`config.mk`:
```
export PLATFORM = sky130hd
export DESIGN_NAME = ethernet_udp_reply_assembler
export DESIGN_NICKNAME = d
export VERILOG_FILES = /design/src/rtl/ethernet_reply_pkg.sv /design/src/rtl/ethernet_beat_packer.sv /design/src/rtl/ethernet_udp_reply_assembler.sv
export SDC_FILE = /design/constraint.sdc
export NUM_CORES = 2
export LEC_CHECK = 0
export BUFFER_PORTS_ARGS = -buffer_cell sky130_fd_sc_hd__buf_2
export CAP_MARGIN = 15
export CORE_AREA = 2 2 505 507
export CTS_BUF_LIST = sky130_fd_sc_hd__clkbuf_8 sky130_fd_sc_hd__clkbuf_16
export DETAILED_ROUTE_END_ITERATION = 16
export DIE_AREA = 0 0 507 509
export PLACE_DENSITY = 0.38
export SYNTH_ARGS = -nofsm -noshare
export SYNTH_HDL_FRONTEND = slang
export SYNTH_SLANG_ARGS = --single-unit
```
`constraint.sdc`:
```
create_clock -name i_clk -period 23.6 [get_ports i_clk]
set_input_delay 0 -clock i_clk [delete_from_list [all_inputs] [get_ports i_clk]]
set_output_delay 0 -clock i_clk [all_outputs]
set_load 0.05 [all_outputs]
```
`src/rtl/ethernet_reply_pkg.sv`:
```
// Shared constants and state encoding for the UDP reply assembler.
// The preamble and SFD are prepended to every latched reply header.
package ethernet_reply_pkg;

  localparam int HEAD_BYTES     = 42;
  localparam int PREAMBLE_BYTES = 8;
  localparam logic [PREAMBLE_BYTES*8-1:0] PREAMBLE_SFD = 64'h55555555555555D5;

  typedef logic [1:0] state_t;

  localparam state_t IDLE    = 2'd0;
  localparam state_t COLLECT = 2'd1;
  localparam state_t HOLD    = 2'd2;
  localparam state_t DROP    = 2'd3;

endpackage

```
`src/rtl/ethernet_beat_packer.sv`:
```
// Places the lanes of one payload beat into the left-aligned payload buffer,
// starting at byte index count_i and never writing past size_i.
module ethernet_beat_packer #(
  parameter int DATA_BYTES  = 1,
  parameter int MAX_PAYLOAD = 63
) (
  input  logic [MAX_PAYLOAD*8-1:0] payload_i,
  input  logic [DATA_BYTES*8-1:0]  data_i,
  input  logic [15:0]              count_i,
  input  logic [15:0]              size_i,
  output logic [MAX_PAYLOAD*8-1:0] payload_o,
  output logic [15:0]              added_o
);

  logic [15:0] remain;

  assign remain = size_i - count_i;

  // Lane 0 is the most significant lane and carries the earliest byte.
  always_comb begin
    added_o   = (remain < 16'(DATA_BYTES)) ? remain : 16'(DATA_BYTES);
    payload_o = payload_i;
    for (int p = 0; p < MAX_PAYLOAD; p++) begin
      if ((p >= int'(count_i)) && (p < int'(count_i) + int'(added_o))) begin
        payload_o[MAX_PAYLOAD*8-1-8*p -: 8] =
          data_i[(DATA_BYTES-1-(p-int'(count_i)))*8 +: 8];
      end
    end
  end

endmodule

```
`src/rtl/ethernet_udp_reply_assembler.sv`:
```
// Collects a UDP payload beat by beat, pairs it with a preamble-prefixed reply
// header and holds the complete reply until the consumer acknowledges it.
module ethernet_udp_reply_assembler
  import ethernet_reply_pkg::*;
#(
  parameter int DATA_BYTES  = 1,
  parameter int MAX_PAYLOAD = 63
) (
  input  logic                                 i_clk,
  input  logic                                 i_reset,
  input  logic                                 i_udp_valid,
  input  logic [DATA_BYTES*8-1:0]              i_udp_data,
  input  logic                                 i_udp_last,
  input  logic [15:0]                          i_udp_payload_size,
  input  logic [HEAD_BYTES*8-1:0]              i_udp_reply_head,
  output logic                                 o_udp_ready,
  output logic                                 o_udp_reply_valid,
  output logic [(PREAMBLE_BYTES+HEAD_BYTES)*8-1:0] o_udp_reply_head,
  output logic [MAX_PAYLOAD*8-1:0]             o_udp_reply_payload,
  output logic [15:0]                          o_udp_payload_size,
  input  logic                                 i_udp_reply_ack,
  output logic                                 o_udp_error
);

  localparam int          HEAD_W     = (PREAMBLE_BYTES + HEAD_BYTES) * 8;
  localparam int          PAY_W      = MAX_PAYLOAD * 8;
  localparam logic [15:0] BEAT_BYTES = 16'(DATA_BYTES);
  localparam logic [15:0] MAX_SIZE   = 16'(MAX_PAYLOAD);

  state_t            state_q, state_d;
  logic [15:0]       count_q, count_d;
  logic [15:0]       size_q, size_d;
  logic [HEAD_W-1:0] head_q, head_d;
  logic [PAY_W-1:0]  payload_q, payload_d;
  logic              err_q, err_d;

  logic              accept;
  logic              first_beat;
  logic [PAY_W-1:0]  pack_base, pack_out;
  logic [15:0]       pack_count, pack_size, pack_added, filled;
  logic [16:0]       drop_sum;
  logic              size_bad;

  assign o_udp_ready = (state_q != HOLD) && !i_reset;
  assign accept      = i_udp_valid && o_udp_ready;
  assign first_beat  = (state_q == IDLE);

  // A new frame packs into an empty buffer against the live size input.
  assign pack_base  = first_beat ? '0 : payload_q;
  assign pack_count = first_beat ? 16'd0 : count_q;
  assign pack_size  = first_beat ? i_udp_payload_size : size_q;
  assign filled     = pack_count + pack_added;
  assign drop_sum   = {1'b0, count_q} + {1'b0, BEAT_BYTES};
  assign size_bad   = (i_udp_payload_size == 16'd0) || (i_udp_payload_size > MAX_SIZE);

  ethernet_beat_packer #(
    .DATA_BYTES (DATA_BYTES),
    .MAX_PAYLOAD(MAX_PAYLOAD)
  ) u_packer (
    .payload_i(pack_base),
    .data_i   (i_udp_data),
    .count_i  (pack_count),
    .size_i   (pack_size),
    .payload_o(pack_out),
    .added_o  (pack_added)
  );

  always_comb begin
    state_d   = state_q;
    count_d   = count_q;
    size_d    = size_q;
    head_d    = head_q;
    payload_d = payload_q;
    err_d     = 1'b0;
    if (accept) begin
      case (state_q)
        IDLE: begin
          head_d    = {PREAMBLE_SFD, i_udp_reply_head};
          size_d    = i_udp_payload_size;
          payload_d = '0;
          // A bad frame that is already over after one beat errors without visiting DROP.
          if (size_bad) begin
            if (i_udp_last || (i_udp_payload_size <= BEAT_BYTES)) begin
              err_d   = 1'b1;
              count_d = 16'd0;
            end else begin
              state_d = DROP;
              count_d = BEAT_BYTES;
            end
          end else begin
            payload_d = pack_out;
            count_d   = filled;
            if (filled == i_udp_payload_size) begin
              state_d = HOLD;
            end else if (i_udp_last) begin
              err_d   = 1'b1;
              count_d = 16'd0;
            end else begin
              state_d = COLLECT;
            end
          end
        end
        COLLECT: begin
          payload_d = pack_out;
          count_d   = filled;
          if (filled == size_q) begin
            state_d = HOLD;
          end else if (i_udp_last) begin
            err_d   = 1'b1;
            state_d = IDLE;
            count_d = 16'd0;
          end
        end
        DROP: begin
          if ((drop_sum >= {1'b0, size_q}) || i_udp_last) begin
            err_d   = 1'b1;
            state_d = IDLE;
            count_d = 16'd0;
          end else begin
            count_d = drop_sum[15:0];
          end
        end
        default: ;
      endcase
    end else if ((state_q == HOLD) && i_udp_reply_ack) begin
      state_d = IDLE;
      count_d = 16'd0;
    end
  end

  always_ff @(posedge i_clk or posedge i_reset) begin
    if (i_reset) begin
      state_q   <= IDLE;
      count_q   <= 16'd0;
      size_q    <= 16'd0;
      head_q    <= '0;
      payload_q <= '0;
      err_q     <= 1'b0;
    end else begin
      state_q   <= state_d;
      count_q   <= count_d;
      size_q    <= size_d;
      head_q    <= head_d;
      payload_q <= payload_d;
      err_q     <= err_d;
    end
  end

  assign o_udp_reply_valid   = (state_q == HOLD);
  assign o_udp_reply_head    = head_q;
  assign o_udp_reply_payload = payload_q;
  assign o_udp_payload_size  = size_q;
  assign o_udp_error         = err_q;

endmodule

```
After elaboration in Yosys (flattened, before gate mapping)
Index checks and enable logic that the tools add are counted.
{ "word_totals": {"regBits": 876, "inputBits": 365, "out_inout_bits": 923, "elab_cells": 514} }
{ "classes": {"addsub": 130, "magnitude_cmp": 130, "n_eq_ne": 11, "shift": 63, "n_mux": 96, "reduce_logical": 78} }
{ "ops": {"columns": ["operator", "count"], "rows": [
  ["$shiftx 8x32->8", 63],
  ["$sub 1x29->29 const A", 63],
  ["$mux 504", 2],
  ["$pmux 504 s2", 1],
  ["$lt 7x32->1 const A", 31],
  ["$sub 6x16->17 const A", 31],
  ["$lt 6x32->1 const A", 16],
  ["$mux 8", 63],
  ["$ge 6x16->1 const A", 31],
  ["$sub 5x16->17 const A", 16],
  ["$ge 5x16->1 const A", 16],
  ["$lt 5x32->1 const A", 8],
  ["$mux 16", 10],
  ["$sub 4x16->17 const A", 8],
  ["$ge 4x16->1 const A", 8],
  ["$lt 3x17->1 const A", 4],
  ["$sub 3x16->17 const A", 4],
  ["$logic_and 1x1->1", 66],
  ["$ge 3x16->1 const A", 4],
  ["$pmux 16 s3", 1],
  ["$lt 1x17->1 const A", 2],
  ["$lt 2x17->1 const A", 2],
  ["$sub 1x16->17 const A", 2],
  ["$sub 2x16->17 const A", 2],
  ["29 further kinds", 54]
]} }

Longest topological paths before layout
{ "depth": {"ltp_word": 11, "ltp_mapped": 32} }

Modules after synthesis
Synthesis repeated with hierarchy kept, for this count alone.
{ "hier_totals": {"cells_unflattened": 4144, "area_unflattened_um2": 47944.7} }
{ "modules_own_cells": {"columns": ["mod", "instances", "cells_per_inst", "area_each_um2", "seq_area_each_um2"], "rows": [
  ["ethernet_udp_reply_assembler", 1, 3046, 38120.3, 21921.0],
  ["ethernet_beat_packer", 1, 1098, 9824.4, 0.0]
]} }

Worst setup path after synthesis
No wires, ideal clock.
{ "synth_timing": {"path_kind": "input port to flip-flop", "startpoint": "in i_reset", "endpoint": "reg payload_q[176] (netlist: o_udp_reply_payload[176])", "t_arrival_ns": 24.157, "t_required_ns": 23.479, "setup_slack_ns": -0.678, "stages": 7, "n_path_buf": 2, "cell_sequence": "inv_1 -> o211ai_1 -> nor2_1 -> clkbuf_1 -> buf_1 -> o21ai_2 -> a22o_1"} }
{ "synth_between": {"elab_chain_cells": 4} }
{ "synth_lines": {"columns": ["item", "line_no", "text"], "rows": [
  ["start: declaration", "ethernet_udp_reply_assembler.sv:10", "input logic i_reset,"],
  ["$logic_not 1->1 (no line)", null, null],
  ["$logic_and 1x1->1", "ethernet_udp_reply_assembler.sv:44", "assign o_udp_ready = (state_q != HOLD) && !i_reset;"],
  ["$logic_and 1x1->1", "ethernet_udp_reply_assembler.sv:45", "assign accept = i_udp_valid && o_udp_ready;"],
  ["$reduce_and 2->1 (no line)", null, null],
  ["end signal: assignment", "ethernet_udp_reply_assembler.sv:144", "payload_q <= payload_d;"],
  ["end: declaration", "ethernet_udp_reply_assembler.sv:34", "logic [PAY_W-1:0] payload_q, payload_d;"]
]} }
Every way passes these cells.
A chain may end at the register's enable or synchronous reset.

Final worst setup path
{ "layout_timing": {"startpoint": "reg state_q[0]", "endpoint": "reg payload_q[444] (netlist: o_udp_reply_payload[444])"} }
{ "layout_between": {"elab_chain_cells": 11, "elab_cells_between_ends": 23, "cone_classes": "add/sub: 4; order compare: 3; eq/ne: 2; shift: 1; mux: 7; reduce/logical: 6"} }
{ "layout_lines": {"columns": ["item", "line_no", "text"], "rows": [
  ["start: declaration", "ethernet_udp_reply_assembler.sv:30", "state_t state_q, state_d;"],
  ["start signal: assignment", "ethernet_udp_reply_assembler.sv:140", "state_q <= state_d;"],
  ["$logic_not 2->1", "ethernet_udp_reply_assembler.sv:46, ethernet_udp_reply_assembler.sv:76", null],
  ["$mux 16 (on tied branches)", null, null],
  ["$sub 16x16->16", "ethernet_beat_packer.sv:17", "assign remain = size_i - count_i;"],
  ["$lt 16x1->1", "ethernet_beat_packer.sv:21", "added_o = (remain < 16'(DATA_BYTES)) ? remain : 16'(DATA_BYTES);"],
  ["$mux 16", "ethernet_beat_packer.sv:21", null],
  ["$add 16x16->17", "ethernet_beat_packer.sv:24", "if ((p >= int'(count_i)) && (p < int'(count_i) + int'(added_o))) begin"],
  ["$lt 3x17->1", "ethernet_beat_packer.sv:24", null],
  ["$logic_and 1x1->1", "ethernet_beat_packer.sv:24", null],
  ["$mux 8", "ethernet_beat_packer.sv:24", null],
  ["$mux 504", "ethernet_udp_reply_assembler.sv:82", "if (size_bad) begin"],
  ["$pmux 504 s2", "ethernet_udp_reply_assembler.sv:76", "case (state_q)"]
]} }
Several ways; a longest one is shown, not always the timed one.

==> results.md <==
- Worst Path Max Fanout: 30
- Detailed Route Iter0 Violations: 2676
- DRT Pass-1 Iters: 7
- CP Capture Type: flip-flop
- Vias per inst: 4.14
- Share of layout cells above drive strength 1: 29.0%
- Number of global-route vias before repair: 37300
- Initial Util: 15.5%
- Worst hold path class: in -> reg
- Worst vdd ir: 0.0701 mV
- Worst r2r src: state_q[0]
- Max-cap violation count: 0
- Post-Syn Instances: 3742
- Mean Syn Cell Area: 10.4 um^2
- Final setup margin: 14320 ps
- Ys Warns: 0
- Share of the clock period used by the worst path: 39.3%
- Crit path buf inv count: 3
- Synth top area share: 56.1%
- CP arrival: 9940 ps
- Final setup vio count: 0
- Synth Cell Area: 39100 um^2
- Gpl congestion: 0.863
- Clk sinks: 876
- Critical path launch point: state_q[0]
- CP max stage delay: 670 ps
- Crit-path leading delay family: compound AO/OA/AOI/OAI gates
- Final Cell Area: 59300 um^2
- WS Path Type: reg -> reg
- Slew Limit Fails: 0
- PostCTS Resize Cnt: 0
- DP HPWL: 187 mm
- Syn-to-layout area delta: 51.7%
- Num rows: 185
- P_leak: 29.8 nW
- Async SR Flop Fraction: 100%
- Synth top cells by count: nand2_1 (1176), dfrtp_1 (876), a22o_1 (385), clkbuf_1 (153), inv_1 (94)
- Fillers: 27600
- Final antenna-violating net count: 0
- Final Net Count: 5994
- Total Wirelength: 238 mm
- Hold buffers post-CTS: 652
- Unrepaired setup endpoints after global routing: no
- Clock tree buffer depth: 3
- DP Area: 48900 um^2
- Relative slew slack: 17.1%
- Fin. Hold Viols: 0
- Drc violations: 0
- Clock slew at reported path FFs: 60 ps
- Worst Max-Slew Pin Slew: 1240 ps
- Ys flop type: dfrtp_1
- Post-Route Setup TNS: 0 ps
- Max Freq: 108 MHz
- Startpoint types: flip-flop
- Root Buffer: clkbuf_16
- Minimum clock period: 9280 ps
- Synth area leader: dfrtp_1
- Total grt overflow: 0
- Largest net degree at the start of global routing: 191
- Area contributors post-synth: dfrtp_1 (56%), nand2_1 (11%), a22o_1 (8.6%)
- #FFs+latches synth: 876
- Setup bufs post-CTS: 0
- Clk_skew: 106 ps
- Htree depth: 3
- PwrDens: 131 nW/um^2
- Wire length per cell: 26.2 um
- Die Height: 509 um
- Number of CTS-inserted buffers: 109
- TritonCTS clock tree: built
- Req. time, crit path: 24260 ps
- Pre-CTS setup slack: 14340 ps
- Placed Cells: 8183
- Worst-Skew Late Latency: 820 ps
- Gr usage total: 17.7%
- Initial antenna violation count: 87
- I/O pin count: 1288
- Chip width: 507 um
- Netlist cell types: 101
- Worst hold start: i_udp_payload_size[5]
- Count leader, synth: nand2_1
- Total vias in the final route: 37500
- First-pass GRT wire length: 323 mm
- Status: completed
- Number of synthesized flops with an enable pin: 0
- Seq/Total Area, Yosys: 56.1%
- Die ar.: 258000 um^2
- Port Buffer Count: 1256
- Worst path slowest cell: or2_2
- Finished Layout Cells: 9065
- Core area: 253000 um^2
-- per-layer routing --
| metal | share of wire, % | up-vias | track usage [%] | wire length, um |
|---|---|---|---|---|
| li1 | - | 16700 | - | - |
| met1 | 39 | 18900 | 20.8 | 93600 |
| met2 | 51 | 1523 | 31.9 | 121000 |
| met3 | 6.5 | 336 | 4.24 | 15300 |
| met4 | 3.0 | 36 | 4.89 | 7130 |
| met5 | 0.10 | - | 0 | 241 |
-- worst reg2reg max path, delay by kind of cell, from the launching register on --
family / cells / cell delay [ps]
buffers and inverters: 3 / 1420
flip-flops: 1 / 320
XOR/XNOR: 1 / 280
adder cells (fa/ha/maj): 3 / 1040
AND/OR/NAND/NOR: 7 / 2310
AO/OA/AOI/OAI: 14 / 3800
-- state kept, by name, indices dropped and copies added, names as in the netlist --
| name | cells |
|---|---|
| o_udp_error | 1 |
| state_q | 2 |
| count_q | 16 |
| o_udp_reply_head | 337 |
| o_udp_payload_size | 16 |
| o_udp_reply_payload | 504 |
-- logic make-up after synthesis --
logic type / Yosys count / synth area share [%]
AO/OA/AOI/OAI: 927 / 20.7
flip-flops: 876 / 56.1
multiplexers: 17 / 0.451
adder cells (fa/ha/maj): 50 / 1.63
AND/OR/NAND/NOR: 1430 / 14.9
other: 1 / 0.00960
buffers and inverters: 375 / 4.48
XOR/XNOR: 66 / 1.78
-- through the flow --
stage                     hold slack (ps)  power (mW)  utilization (%)
after CTS                            1.92        7.87             23.4
after global routing                 47.4        8.10             23.4
after global placement                189        5.97             19.4
after detailed placement              192        5.97             19.4
final                                58.0        7.74             23.5
after floorplan                       105        4.57                -
-- where the power goes --
group	internal, mW	switching, mW
registers	1.89	0.270
clock network	1.02	0.749
logic	0.809	3.00
total	3.72	4.02
-- worst paths after layout --
kind | slack [ps] | to | cells past startpoint
hold / removal | 60 | o_udp_payload_size[5] | 5
max in group asynchronous | 19770 | o_udp_reply_payload[450] | 7
setup reg to reg | 14320 | o_udp_reply_payload[444] | 28
hold reg to reg | 470 | o_udp_reply_head[126] | 2
min in group asynchronous | 650 | o_udp_payload_size[12] | 4
setup / recovery | 14320 | o_udp_reply_payload[444] | 28
-- area by class of cell --
type	count	area (um^2)	area share (%)
inverter	96	364	0.614
timing repair buffer	1962	13300	22.4
sequential	876	21900	37.0
clock inverter	49	547	0.922
antenna	38	95.1	0.160
multi-input combinational	2535	15700	26.5
clock buffer	143	3210	5.41
tap	3366	4210	7.10
-- placed cells by master (no fill, tap or decap), types with 37 or more instances in the layout --
master            n
clkbuf_16       110
nand2_1        1175
buf_2          1256
o22ai_1          49
xnor2_1          37
ha_1             47
a21oi_1          62
diode_2          38
dlygate4sd3_1   652
conb_1           45
a22o_1          385
o21ai_0          87
dfrtp_1         876
buf_4            51
o2bb2ai_1        84
inv_1           109
and2_1           42
nor2_1           68
Power figures use the tool's default switching activity.
